===== config.mk =====
export PLATFORM = sky130hd
export DESIGN_NAME = fifo_wr_arbiter
export DESIGN_NICKNAME = d
export VERILOG_FILES = /design/src/rtl/fifo_wr_arbiter.sv
export SDC_FILE = /design/constraint.sdc
export NUM_CORES = 1
export LEC_CHECK = 0
export ABC_AREA = 1
export ABC_CLOCK_PERIOD_IN_PS = 2300
export BUFFER_PORTS_ARGS = -buffer_cell sky130_fd_sc_hd__clkbuf_2
export CORE_AREA = 2 2 72 74
export CTS_CLUSTER_SIZE = 10
export DETAILED_ROUTE_END_ITERATION = 10
export DIE_AREA = 0 0 74 76
export PLACE_DENSITY_LB_ADDON = 0.3
export SYNTH_ARGS = -nofsm -noshare
export SYNTH_HDL_FRONTEND = slang
export SYNTH_SLANG_ARGS = --single-unit

===== constraint.sdc =====
create_clock -name clk -period 2.3 [get_ports clk]
set_clock_uncertainty 0.2 [all_clocks]
set_input_delay 0.46 -clock clk [delete_from_list [all_inputs] [get_ports clk]]
set_output_delay 0.46 -clock clk [all_outputs]
set_load 0.01 [all_outputs]

===== src/rtl/fifo_wr_arbiter.sv =====
// Round-robin arbiter sharing one async FIFO write port among NUM_REQ burst requesters.
// Latency: one IDLE arbitration cycle per grant, then one beat per cycle pushed in the cycle it is accepted.
// Backpressure: wfull combinationally drops wpush and req_ready; the granted requester holds its beat.
module fifo_wr_arbiter #(
  parameter int NUM_REQ    = 4,
  parameter int DATA_WIDTH = 32,
  parameter int MAX_BURST  = 4
) (
  input  logic                          clk,
  input  logic                          rst_n,
  input  logic [NUM_REQ-1:0]            req_valid,
  input  logic [NUM_REQ*DATA_WIDTH-1:0] req_data,
  input  logic [NUM_REQ-1:0]            req_last,
  output logic [NUM_REQ-1:0]            req_ready,
  output logic                          wpush,
  output logic [DATA_WIDTH-1:0]         wdata,
  input  logic                          wfull,
  output logic [$clog2(NUM_REQ)-1:0]    grant_id,
  output logic                          busy
);

  localparam int IDW = $clog2(NUM_REQ);
  localparam int BCW = $clog2(MAX_BURST) + 1;
  localparam logic [IDW-1:0] LAST_ID = IDW'(NUM_REQ - 1);
  localparam logic [BCW-1:0] CAP_CNT = BCW'(MAX_BURST - 1);

  typedef enum logic {IDLE = 1'b0, LOCK = 1'b1} state_t;

  state_t                state, state_nxt;
  logic [IDW-1:0]        grant_nxt;
  logic [IDW-1:0]        rr_ptr, rr_nxt;
  logic [IDW-1:0]        pick_id;
  logic                  pick_vld;
  logic [BCW-1:0]        beat_cnt, beat_nxt;
  logic                  accept;
  logic                  burst_end;
  logic [DATA_WIDTH-1:0] req_dat_arr [NUM_REQ];

  // Modulo-NUM_REQ add that also works when NUM_REQ is not a power of two.
  function automatic logic [IDW-1:0] wrap_add(input logic [IDW-1:0] base, input int off);
    int s;
    s = int'(base) + off;
    if (s >= NUM_REQ) s = s - NUM_REQ;
    return IDW'(s);
  endfunction

  // Split the flat data bus into one lane per requester.
  for (genvar g = 0; g < NUM_REQ; g++) begin : g_lane
    assign req_dat_arr[g] = req_data[g*DATA_WIDTH +: DATA_WIDTH];
  end

  // Round-robin pick: lowest offset from rr_ptr with valid set wins (descending scan, last hit kept).
  always_comb begin
    pick_vld = 1'b0;
    pick_id  = '0;
    for (int k = NUM_REQ - 1; k >= 0; k--) begin
      if (req_valid[wrap_add(rr_ptr, k)]) begin
        pick_vld = 1'b1;
        pick_id  = wrap_add(rr_ptr, k);
      end
    end
  end

  // Next-state and outputs; a burst only ends on an accepted beat, so last-with-wfull keeps the lock.
  always_comb begin
    state_nxt = state;
    grant_nxt = grant_id;
    rr_nxt    = rr_ptr;
    beat_nxt  = beat_cnt;
    req_ready = '0;
    wpush     = 1'b0;
    accept    = 1'b0;
    burst_end = 1'b0;
    busy      = (state == LOCK);
    wdata     = req_dat_arr[grant_id];
    case (state)
      IDLE: begin
        if (pick_vld) begin
          grant_nxt = pick_id;
          beat_nxt  = '0;
          state_nxt = LOCK;
        end
      end
      LOCK: begin
        req_ready[grant_id] = ~wfull;
        accept    = req_valid[grant_id] & ~wfull;
        wpush     = accept;
        burst_end = accept & (req_last[grant_id] | (beat_cnt == CAP_CNT));
        if (accept) beat_nxt = beat_cnt + 1'b1;
        if (burst_end) begin
          state_nxt = IDLE;
          rr_nxt    = (grant_id == LAST_ID) ? '0 : grant_id + 1'b1;
        end
      end
      default: state_nxt = IDLE;
    endcase
  end

  // State register; reset abandons any burst in flight and restarts arbitration at requester 0.
  always_ff @(posedge clk or negedge rst_n) begin
    if (!rst_n) begin
      state    <= IDLE;
      grant_id <= '0;
      rr_ptr   <= '0;
      beat_cnt <= '0;
    end else begin
      state    <= state_nxt;
      grant_id <= grant_nxt;
      rr_ptr   <= rr_nxt;
      beat_cnt <= beat_nxt;
    end
  end

endmodule

== Word level (Yosys, flattened, before mapping) ==
Index checks and enable logic that the tools add are counted.
Storage, ports and cells
  flip-flop bits (word level): 8
  bits of input ports: 139
Cells by class
  $add $sub $neg: 9
  magnitude comparators: 11
  eq/ne operators: 4
  multiplexer cells: 38
  bitwise gates (word level): 7
  reduce and logical (&&, ||, !) cells: 4
Operator list (count)
  $bmux 32 s2: 1
  $mux 32: 2
  $mux 2: 9
  $lt 2x3->1 const B: 5
  $mux 1: 14
  $bmux 1 s2: 6
  $ge 3x3->1 const B: 4
  $sub 2x1->2 const B: 4
  $add 2x2->3 const B: 2
  $mux 3: 2
  $pmux 3 s2: 1
  $reduce_and 2->1: 3
  $and 4x4->4: 1
  $mux 4: 1
  $add 2x1->3 const B: 1
  $add 3x1->3 const B: 1
  $eq 3x2->1 const B: 1
  $ge 2x3->1 const B: 1
  $not 2->3: 1
  $add 2x1->2 const B: 1
  $and 1x1->1: 2
  $demux 1 s2: 1
  $eq 2x2->1 const B: 1
  $ge 2x1->1 const B: 1
  other kinds (6): 7

== Logic depth before layout (Yosys ltp) ==
  depth in word-level cells: 11
  mapped depth: 12
  depth with buffers taken out: 11

== Worst setup path after synthesis ==
Ideal clock, no wire load.
  path kind: reg-to-output
  start: reg grant_id[0]
  end: out req_ready[0]
  arrival: 1401 ps
  required time: 1640 ps
  setup slack: 239 ps
  cell stages (with the launch flop): 8
  buffers on the path: 3
  path through: dfrtp_1 > buf_2 > inv_1 > buf_4 > buf_2 > ha_1 > inv_1 > nor2_1
On the way
  word-level cells in the longest chain between the ends: 6
RTL lines
  start: declaration: RTL line 18  | output logic [$clog2(NUM_REQ)-1:0] grant_id,
  start signal: assignment: RTL line 108  | grant_id <= grant_nxt;
  $lt 2x3->1 (implied by the code) or $ge 2x1->1 (tied branches): RTL line 85  | req_ready[grant_id] = ~wfull;
  $logic_and 1x1->1 (implied by the code): RTL line 85
  $mux 1 (implied by the code): RTL line 85
  $demux 1 s2 (*): RTL line 85
  $and 4x4->4 (no source line) (*)
  $mux 4 (*): RTL line 76  | case (state)
  end: declaration: RTL line 14  | output logic [NUM_REQ-1:0] req_ready,
Every way passes the cells marked *; elsewhere a longest branch is shown, timed or not.

== Worst setup path in the final report ==
  start: reg grant_id[0]
  end: out wpush
On the way
  word-level cells in the longest chain between the ends: 4
RTL lines
  $bmux 1 s2: RTL line 86  | accept = req_valid[grant_id] & ~wfull;
  $mux 1 (implied by the code): RTL line 86
  $and 1x1->1: RTL line 86
  $mux 1: RTL line 76
  end: declaration: RTL line 15  | output logic wpush,
Every way passes these cells. The select of a mux whose other input is x is not followed.

==> impl_metrics.toml <==
[synth]
yosysWarnings = 0
synth_cell_types = 28
synth_seq_cells = 8
synth_top_cell_area_share_pct = 20.60
avgSynthCellArea_sq_um = 5.499
async_reset_ff_share_pct = 100.0
synth-edff-count = 0
synthTopCellsByCount = "nor2_1, o21ai_0, nand2_1, o22ai_1"
yosys.area.top_type = "o21ai_0"
synthCells = 296
synthTopCellsByArea = "o21ai_0, nor2_1, dfrtp_1"
synth.net_count = 441
synth.most_common_cell = "nor2_1"
syn_area_sq_mm = 0.001628
synth_seq_area_share_pct = 12.30
synth_ff_type = "dfrtp_1"

[worst_setup_path]
critical_path_arrival_ns = 1.57
worstPathCellList = "buf_12 > nand2_1 > o211ai_1 > a21oi_4 > clkbuf_2"
crit_path_end_kind = "primary output"
cpPeakStageDelay_ns = 0.43
cp_num_buf_inv = 2
critPathKind = "flop to primary output"
critPathTopFamily = "flip-flops"
r2r_slack_ns = 0.56
critPathLaunchType = "flop"
crit_path_max_fanout = 74
rr_endpoint = "rr_ptr[0]"
worstRegToRegCells = 7
worst_path_max_delay_cell = "dfrtp_2"
r2r-start = "grant_id[0]"
required_ns = 1.64

[clock_tree]
clkTransAtPathRegs_ns = 0.05
clockBufferDepth = 2
cts_buffers = 3
clock-sinks = 8
cts_root_buf = "clkbuf_8"
cts_tree = "done"
cts.htree.levels = 1
clk_latency_ns = 0.24

[cells_and_area]
drive_gt1_share_pct = 44.81
n_fill_cell = 511
final-seq-area_sq_um = 201.4
syn2layout_area_growth_pct = 62.26
antenna_cells = 0
multiInputGateArea_sq_mm = 0.001242
final_cells = 532
post-route-util_pct = 53.77
num-nets-final = 608

[floorplan]
dieArea_sq_mm = 0.005624
placementRows = 26
core_area_sq_mm = 0.004912
die_x_um = 74
dieHeight_um = 76
start_util_pct = 33.14
ios = 179

[route]
drtIter0Drc = 104
routedWlPerCell_um = 12.34
vias = 2624
drc = 0
ant_nets = 0
postRouteWirelength_mm = 6.563
dr.pass1.iters = 4
viasPerCell = 4.932

[placed_design]
place_congestion = 0.9544
dp_slack_ns = 0.3211
dp_cells = 527
port_buffers = 178
hpwl_mm = 5.241

[worst_hold_path]
hold_path_class = "flop to flop"
holdPathEnd = "beat_cnt[0]"
hold_depth = 1
hp-start = "beat_cnt[0]"

[grt]
grtUsageTotal_pct = 21.87
grt_first_pass_wirelength_mm = 10.22
first_global_vias = 2290
antenna_found_initial = 0
grt_max_degree = 75
overflow = 0

[sta]
tns_ns = 0
fmax_ghz = 0.4494
hold_violations = 0
period_share_pct = 96.74
min_period_ns = 2.225
grt_setup_unrepaired = "false"
worst_pin_slew_ns = 0.3831
finalSetupViolations = 0
finalWorstSetupSlack_ns = 0.07500
slew_headroom_pct = 74.46
drv_slew = 0

[run_status]
status = "complete, no violations"

[run]
cap_violations = 0

[pwr]
peakVddDrop_mv = 0.4461
pwr_density_cell_mw_per_mm2 = 1141
leakage_uw = 0.001487
## repair_timing
| action | in CTS | in global routing |
|---|---|---|
| gates resized for setup | 0 | 4 |
| hold buffers | 1 | 0 |
| setup buffers | 0 | 0 |
| setup endpoints to repair | 0 | 8 |
| hold endpoints to repair | 8 | 0 |
## layout make-up
| cell class | count | share of cell area (%) |
|---|---|---|
| well taps | 70 | 3.316 |
| flip-flops and latches | 8 | 7.627 |
| repair buffers | 185 | 37.38 |
| inverters | 18 | 2.937 |
| clock buffers | 4 | 1.705 |
| multi-input cells | 247 | 47.04 |
## per-layer routing
layer	track usage, %	share of wire [%]	up-vias
met5	0	0	-
met4	4.000	1.2	0
met3	4.365	8.4	8
met2	38.30	49	120
met1	27.42	42	1161
li1	-	-	1335
## cells by family after synthesis
logic type / count (synthesis) / synth area share (%)
flip-flops: 8 / 12.30
adder cells (fa/ha/maj): 6 / 4.612
buffers and inverters: 41 / 11.38
AO/OA/AOI/OAI: 109 / 37.43
AND/OR/NAND/NOR: 132 / 34.28
## cell usage in the layout (no fill, tap or decap), types with 2 or more instances in the layout
cell type  instances
clkbuf_2         178
dfrtp_1            7
nand2_4            2
nand2_2            6
clkbuf_8           3
nand3_1            6
buf_4              2
nor2_1            76
inv_1             12
ha_1               6
inv_4              2
buf_12             3
o21ai_1            5
inv_2              3
o21ai_0           67
nand2_1           37
o22ai_1           32
## stage by stage
| step | total power (uW) | hold slack [ns] | instance area, sq um |
|---|---|---|---|
| floorplan | 1977 | -0.03559 | 1628 |
| global placement | 2776 | 0.1175 | 2577 |
| detailed placement | 2811 | 0.1142 | 2577 |
| CTS | 3007 | 0.2851 | 2633 |
| global route | 3330 | 0.2959 | 2641 |
| finish | 3014 | 0.2802 | 2641 |
## report_power, final
group,internal [uW],switching (uW)
sequential,208,82.6
combinational,1000,1540
clock,121,62.0
## sequential cells by signal, summed over array words and instances (netlist names)
| signal | cells |
|---|---|
| beat_cnt | 3 |
| grant_id | 2 |
| busy | 1 |
| rr_ptr | 2 |
## how the worst max path moves through the flow
stage / start / end / slack, ns / cells after the start
floorplan: grant_id[0] / req_ready[0] / 0.24 / 7
global placement: grant_id[1] / wpush / 0.33 / 5
detailed placement: grant_id[1] / wpush / 0.32 / 5
CTS: grant_id[0] / wdata[7] / 0.06 / 5
global route: grant_id[0] / wpush / 0.04 / 4
finish: grant_id[0] / wpush / 0.07 / 5
No activity file was read; power rests on OpenSTA's default activity.
